===== src/rtl/uart_rx_assembler.sv =====
// uart_rx_assembler: 8N1 LSB-first serial receiver producing framed bytes and a one-cycle byte_done strobe.
module uart_rx_assembler #(
    parameter int CLKS_PER_BIT = 10,
    parameter int HALF_BIT     = CLKS_PER_BIT / 2
) (
    input  logic       clk,
    input  logic       n_rst,
    input  logic       serial_in,
    output logic [7:0] rx_data,
    output logic       byte_done,
    output logic       framing_error,
    output logic       busy
);
    localparam int CW = $clog2(CLKS_PER_BIT);

    generate
        if (CLKS_PER_BIT < 4) begin : g_bad_param
            $error("uart_rx_assembler: CLKS_PER_BIT must be 4 or more");
        end
    endgenerate

    typedef enum logic [2:0] {IDLE, START, DATA, STOP, WAIT_IDLE} state_t;

    state_t          state, state_nx;
    logic            s1, rx_s;
    logic [CW-1:0]   cnt, cnt_nx;
    logic [2:0]      bit_idx, bit_idx_nx;
    logic [7:0]      shreg, shreg_nx, rx_data_nx;
    logic            byte_done_nx, fe_nx;
    logic            half_tick, last_tick;

    assign half_tick = cnt == CW'(HALF_BIT - 1);
    assign last_tick = cnt == CW'(CLKS_PER_BIT - 1);
    assign busy      = state != IDLE;

    always_ff @(posedge clk or negedge n_rst) begin
        if (!n_rst) begin
            s1            <= 1'b1;
            rx_s          <= 1'b1;
            state         <= IDLE;
            cnt           <= '0;
            bit_idx       <= '0;
            shreg         <= '0;
            rx_data       <= '0;
            byte_done     <= 1'b0;
            framing_error <= 1'b0;
        end else begin
            s1            <= serial_in;
            rx_s          <= s1;
            state         <= state_nx;
            cnt           <= cnt_nx;
            bit_idx       <= bit_idx_nx;
            shreg         <= shreg_nx;
            rx_data       <= rx_data_nx;
            byte_done     <= byte_done_nx;
            framing_error <= fe_nx;
        end
    end

    always_comb begin
        state_nx     = state;
        cnt_nx       = cnt + 1'b1;
        bit_idx_nx   = bit_idx;
        shreg_nx     = shreg;
        rx_data_nx   = rx_data;
        byte_done_nx = 1'b0;
        fe_nx        = framing_error;
        case (state)
            IDLE: begin
                cnt_nx   = '0;
                state_nx = rx_s ? IDLE : START;
            end
            START: if (half_tick) begin
                cnt_nx     = '0;
                bit_idx_nx = '0;
                state_nx   = rx_s ? IDLE : DATA;
            end
            // right shift so the first (LSB) bit lands in bit 0 after eight samples
            DATA: if (last_tick) begin
                cnt_nx     = '0;
                shreg_nx   = {rx_s, shreg[7:1]};
                bit_idx_nx = bit_idx + 1'b1;
                state_nx   = (bit_idx == 3'd7) ? STOP : DATA;
            end
            STOP: if (last_tick) begin
                cnt_nx       = '0;
                fe_nx        = !rx_s;
                rx_data_nx   = rx_s ? shreg : rx_data;
                byte_done_nx = rx_s;
                state_nx     = rx_s ? IDLE : WAIT_IDLE;
            end
            WAIT_IDLE: begin
                cnt_nx   = '0;
                state_nx = rx_s ? IDLE : WAIT_IDLE;
            end
            default: begin
                cnt_nx   = '0;
                state_nx = IDLE;
            end
        endcase
    end
endmodule

===== config.mk =====
export PLATFORM = sky130hd
export DESIGN_NAME = uart_rx_assembler
export DESIGN_NICKNAME = d
export VERILOG_FILES = /design/src/rtl/uart_rx_assembler.sv
export SDC_FILE = /design/constraint.sdc
export NUM_CORES = 1
export LEC_CHECK = 0
export CAP_MARGIN = 10
export CORE_ASPECT_RATIO = 1.75
export CORE_UTILIZATION = 35
export CTS_BUF_LIST = sky130_fd_sc_hd__clkbuf_8
export CTS_CLUSTER_SIZE = 8
export DETAILED_ROUTE_END_ITERATION = 12
export DONT_BUFFER_PORTS = 1
export GPL_TIMING_DRIVEN = 0
export SLEW_MARGIN = 20
export SYNTH_ARGS = -nofsm -noshare
export SYNTH_HDL_FRONTEND = slang
export SYNTH_SLANG_ARGS = --single-unit

===== constraint.sdc =====
create_clock -name clk -period 4.8 [get_ports clk]
set_clock_uncertainty 0.05 [all_clocks]
set_input_delay 0.72 -clock clk [delete_from_list [all_inputs] [get_ports clk]]
set_output_delay 0.72 -clock clk [all_outputs]
set_load 0.05 [all_outputs]

==> results.py, run 1 <==
metrics = {
    "yosys": {
        "ys.flop_type": "dfrtp_1",
        "synth_edf_count": 0,
        "synthesis.area_um2": 1350,
        "synth_cell_types": 32,
        "syn_nets": 109,
        "synth.area.top_cells": "dfrtp_1, mux2_2, ha_1, dfstp_2, mux2i_1",
        "post-synth-top-count-cell": "dfrtp_1",
        "synth_cells": 101,
        "async_flop_share_pct": 100,
        "yosysWarnings": 0,
        "synth_top_area_share_pct": 51.8,
        "synth_seq_cells": 30,
        "synthTopCellsByCount": "dfrtp_1, mux2_2, inv_1",
        "avgSynthCellArea_um2": 13.4,
        "yosysTopAreaCell": "dfrtp_1",
        "synth-seq-area-share_pct": 55.6,
    },
    "clock_network": {
        "cts_max_level": 2,
        "cts-root-buf": "clkbuf_8",
        "clk_pin_slew_ns": 0.06,
        "postCtsHoldBufs": 0,
        "cts_tree": "built",
        "post-cts-setup-buffer-count": 0,
        "numCtsBuffers": 5,
        "cts_resized": 0,
        "cts_sinks": 30,
        "clock_latency_ns": 0.28,
        "cts.path.max_buffers": 2,
    },
    "setup_path": {
        "rrSetupSlack_ns": 3.16,
        "end_kind": "primary output",
        "r2r_cells": 4,
        "r2r_end": "bit_idx[0]",
        "worst_ep_required_time_ns": 4.03,
        "worstSetupEndpoint": "busy",
        "cpMaxStageDelayCell": "dfrtp_1",
        "crit_path_max_incr_delay_ns": 0.36,
        "r2r-start": "state[1]",
        "path_cells": "buf_4 -> nor2_1 -> nand2_1",
        "crit_fanout": 10,
        "critPathBufInv": 1,
        "critPathArrivalTime_ns": 1.30,
        "cp_top_family": "simple AND/OR/NAND/NOR gates",
        "startpoint_type": "flop",
        "crit_type": "flop to primary output",
        "cp-startpoint": "state[1]",
        "path_depth": 3,
    },
    "placement": {
        "post-place-cells": 147,
        "place.detailed.hpwl_um": 1460,
        "port_buffers": 0,
        "gp_congestion": 0.720,
    },
    "floorplan": {
        "die_w_um": 49.0,
        "core_um2": 3660,
        "initial_core_util_pct": 36.9,
        "core.rowCount": 29,
        "die_area_um2": 4130,
        "die_h_um": 84.3,
        "ios": 14,
    },
    "global_route": {
        "grt-ovfl-total": 0,
        "grt_pass1_vias": 808,
        "antenna_found_initial": 0,
        "grt_max_degree": 31,
        "grt_usage_pct": 11.9,
        "grt_pass1_wl_um": 3630,
    },
    "finish": {
        "area_growth_pct": 14.8,
        "fin_cells": 155,
        "fin_nets": 116,
        "n_fill_cell": 330,
        "insertedDiodeCount": 0,
        "finish.utilization_pct": 42.4,
        "seqCellArea_um2": 753,
        "multi_input_area_um2": 548,
        "drive_gt1_share_pct": 34.9,
    },
    "sta": {
        "holdWs_ns": 0.0829,
        "rsz0062_at_grt": "no",
        "relSlewSlack_pct": 65.4,
        "fmax_mhz": 483,
        "worstMarginPinSlew_ns": 0.519,
        "fin_crit_ns": 2.07,
        "hold_viol": 0,
        "fin_tns_setup_ns": 0,
        "min_period_over_period_pct": 43.2,
        "slew_violations": 0,
        "setup_viol": 0,
    },
    "detailed_routing": {
        "ant_nets": 0,
        "drt-total-wl_um": 2040,
        "routedWlPerCell_um": 13.2,
        "drtIter0Drc": 16,
        "dr.pass1.iters": 3,
        "avgViaCountPerCell": 4.90,
        "dr_total_vias": 759,
        "drc": 0,
    },
    "outcome": {
        "run_status": "completed",
    },
    "pwr": {
        "total_power_mw": 0.933,
        "leakage_nw": 0.750,
        "powerDensity_nw_per_um2": 600,
        "ir_worst_vdd_mv": 0.414,
    },
    "worst_hold_path": {
        "hold_class": "primary input to asynchronous set/reset pin",
    },
    "flow_run": {
        "drv_cap": 0,
    },
}
kinds of logic after synthesis:
group / share of synthesized area, %
AND/OR/NAND/NOR: 12.8
multiplexers: 17.2
XOR/XNOR: 1.29
adder cells (fa/ha/maj): 4.62
buffers and inverters: 3.88
AO/OA/AOI/OAI: 4.62
flip-flops: 55.6
flip-flops by register name, indices dropped and copies added, names as in the netlist:
name and cells:
cnt 4, rx_s 1, state 3, bit_idx 3
framing_error 1, shreg 8, s1 1, byte_done 1
rx_data 8
metal layers:
layer	vias to the layer above	global-route usage (%)	part of all wire, %
li1	358	-	-
met4	0	8.02	2.6
met2	13	19.8	52
met5	-	0	0
met1	382	12.2	40
met3	6	4.35	5.1
worst min path at each step:
| stage | from | to | slack [ns] |
|---|---|---|---|
| 5_1_grt | n_rst | shreg[4] | 0.06 |
| 2_1_floorplan | s1 | rx_s | 0.30 |
| 3_5_place_dp | s1 | rx_s | 0.30 |
| 3_3_place_gp | s1 | rx_s | 0.30 |
| 4_1_cts | n_rst | shreg[0] | 0.07 |
| 6_report | n_rst | bit_idx[1] | 0.08 |
per-stage QoR:
stage | setup WS, ns | cell area, µm²
final | 2.73 | 1550
after global routing | 2.70 | 1550
after CTS | 2.73 | 1550
after detailed placement | 3.04 | 1410
after global placement | 3.06 | 1410
after floorplan | 3.11 | 1350
cell usage in the layout (no fill, tap or decap):
master     synthesis  layout
a21oi_1            1       1
a2bb2o_4           1       1
a2bb2oi_1          1       1
a32oi_1            1       1
and2_1             1       1
and2b_2            1       1
and3_2             1       1
and4bb_4           1       1
buf_4              2       2
buf_6              1       1
bufinv_16          0       2
clkbuf_8           0       6
dfrtp_1           28      28
dfstp_2            2       2
ha_1               5       5
inv_1              7       7
mux2_2            18      18
mux2i_1            3       3
nand2_1            4       4
nand2_2            1       1
nand2b_1           1       1
nand3_1            1       1
nand3b_1           2       2
nand4_4            1       1
nor2_1             6       6
nor2b_1            3       3
nor3_1             1       1
nor3b_1            1       1
o211ai_1           1       1
o21ai_0            1       1
o31ai_1            1       1
or3b_4             1       1
xnor2_1            1       1
xor2_1             1       1
where the power goes:
group	switching (mW)	leakage, nW	internal, mW	total (mW)
clock network	0.0919	0.0714	0.221	0.313
registers	0.0653	0.391	0.317	0.382
logic	0.115	0.288	0.122	0.237
final cells by class:
class	count	share of cell area, %
clock buffers	6	5.31
plain buffers	3	1.69
inverters	7	1.69
well taps	46	3.70
flip-flops and latches	30	48.5
clock inverters	2	3.86
multi-input cells	61	35.3
Power figures use the tool's default switching activity.
==> run 2, diff against run 1 <==
Clock period 4.8 ns to 1.9 ns, I/O delays scaled along.
==> run 2 against run 1 <==
Utilization grew 1.1 points. Largest power group unchanged. Highest routed layer unchanged. Via count grew 0.13%. First-iteration DRC count grew 25%. Sequential share of layout area shrank 1.2 points. Cell count grew 1.9%.
==> results.py, run 2 (same netlist as run 1, synthesis figures left out) <==
metrics = {
    "finish": {
        "insertedDiodeCount": 0,
        "finish.utilization_pct": 43.5,
        "final_cell_mix": "dfrtp_1, mux2_2, inv_1",
        "fin_nets": 119,
        "drive_gt1_share_pct": 34.8,
        "reg_top3": "rx_data (8), shreg (8), cnt (4)",
        "area_growth_pct": 17.7,
        "multi_input_area_um2": 548,
        "design_area_um2": 1590,
        "seqCellArea_um2": 753,
        "n_fill_cell": 326,
        "mostFrequentLayoutCell": "dfrtp_1",
    },
    "setup_path": {
        "crit_path_max_incr_delay_ns": 0.40,
        "r2r_cells": 4,
        "cp-startpoint": "state[1]",
        "crit_type": "flop to flop",
        "r2r-start": "state[1]",
        "crit_fanout": 10,
        "cpMaxStageDelayCell": "or3b_4",
        "critPathArrivalTime_ns": 1.76,
        "startpoint_type": "flop",
        "end_kind": "flop",
        "worst_ep_required_time_ns": 2.01,
        "path_cells": "buf_4 -> or3b_4 -> a2bb2o_4 -> mux2_2",
    },
    "clock_network": {
        "cts.path.max_buffers": 2,
        "cts_max_level": 2,
        "clock_latency_ns": 0.27,
        "cts-root-buf": "clkbuf_8",
        "cts_sinks": 30,
        "clk_pin_slew_ns": 0.06,
        "cts_tree": "built",
        "numCtsBuffers": 5,
        "cts_resized": 0,
    },
    "outcome": {
        "run_status": "completed",
    },
    "worst_hold_path": {
        "hold_class": "flop to flop",
        "hold_depth": 0,
        "hold_path_startpoint": "s1",
    },
    "pwr": {
        "p_sw_share_pct": 29.4,
        "clock_power_share_pct": 33.3,
        "ir_worst_vdd_mv": 1.04,
        "leakage_nw": 0.768,
        "total_power_mw": 2.37,
        "p_comb_share_pct": 26.1,
        "intPower_mw": 1.68,
        "pwr-share-seq_pct": 40.6,
        "powerDensity_nw_per_um2": 1490,
        "p_sw_mw": 0.699,
    },
    "floorplan": {
        "ios": 14,
        "die_area_um2": 4130,
        "core_um2": 3660,
        "die_h_um": 84.3,
        "die_w_um": 49.0,
        "core.rowCount": 29,
        "initial_core_util_pct": 36.9,
    },
    "placement": {
        "port_buffers": 0,
        "gp_congestion": 0.720,
        "postPlaceCellArea_um2": 1410,
        "place.detailed.hpwl_um": 1460,
    },
    "detailed_routing": {
        "ant_nets": 0,
        "drtIter0Drc": 20,
        "drc": 0,
        "drt-total-wl_um": 2060,
        "routedWlPerCell_um": 13.0,
        "dr_total_vias": 760,
        "avgViaCountPerCell": 4.81,
        "dr.pass1.iters": 3,
    },
    "global_route": {
        "grt_usage_pct": 12.1,
        "grt_max_degree": 31,
        "antenna_found_initial": 0,
        "grt-ovfl-total": 0,
        "grt_pass1_wl_um": 3690,
        "grt_pass1_vias": 810,
    },
    "sta": {
        "slew_violations": 0,
        "worstMarginPinSlew_ns": 0.519,
        "fmax_mhz": 609,
        "hold_viol": 0,
        "setup_viol": 0,
        "fin_tns_setup_ns": 0,
        "holdWs_ns": 0.306,
        "fin_crit_ns": 1.64,
        "min_period_over_period_pct": 86.5,
        "rsz0062_at_grt": "no",
        "relSlewSlack_pct": 65.4,
    },
    "flow_run": {
        "drv_cap": 0,
    },
}
==> run 2: cell count changes in the layout (fill, tap and decap cells not counted), sizes merged <==
cell / previous run / this run
dlygate4sd3: 0 / 2
buf: 3 / 4
==> run 2: repair_timing <==
item / 4_1_cts / 5_1_grt
buffers inserted: 0 / 0
endpoints found under the hold margin: 31 / 0
hold buffers: 3 / 0
setup endpoints to repair: 0 / 0
==> run 2: path summary, 6_finish.rpt <==
check / end / slack, ns
hold reg to reg: rx_s / 0.31
setup reg to reg: bit_idx[0] / 0.26
max in group asynchronous: s1 / 1.16
min in group asynchronous: state[1] / 0.41
hold / removal: rx_s / 0.31
setup / recovery: bit_idx[0] / 0.26
==> run 2: worst max-delay path, delay by kind of cell (launching register included) <==
family / cells / cell delay (ns)
buffers and inverters: 1 / 0.16
AO/OA/AOI/OAI: 1 / 0.23
multiplexers: 1 / 0.33
flip-flops: 1 / 0.36
AND/OR/NAND/NOR: 1 / 0.40
==> run 2: through the flow <==
step / setup slack [ns] / cells
2_1_floorplan: 0.307 / 101
3_3_place_gp: 0.272 / 147
3_5_place_dp: 0.256 / 147
4_1_cts: 0.234 / 158
5_1_grt: 0.153 / 158
6_report: 0.257 / 158
==> run 2: power groups by stage <==
stage / clock, mW / sequential, mW / combinational (mW)
4_1_cts: 0.814 / 0.966 / 0.633
6_report: 0.791 / 0.965 / 0.619
2_1_floorplan: 0 / 0.944 / 0.521
3_3_place_gp: 0 / 0.972 / 0.592
3_5_place_dp: 0 / 0.977 / 0.611
5_1_grt: 0.846 / 0.993 / 0.704
==> run 2: metal layers <==
metal	vias to the layer above	GRT usage, %	wire [µm]
li1	365	-	-
met1	376	12.4	844
met2	13	20.3	1060
met5	-	0	0
met3	6	4.35	98
met4	0	8.02	53
==> run 2: final cells by class <==
cell class                 count  share of cell area (%)
buffer                         3                    1.65
clock buffer                   6                    5.18
clock inverter                 2                    3.77
inverter                       7                    1.65
multi-input combinational     61                    34.4
sequential                    30                    47.3
tap                           46                    3.61
timing repair buffer           3                    2.51
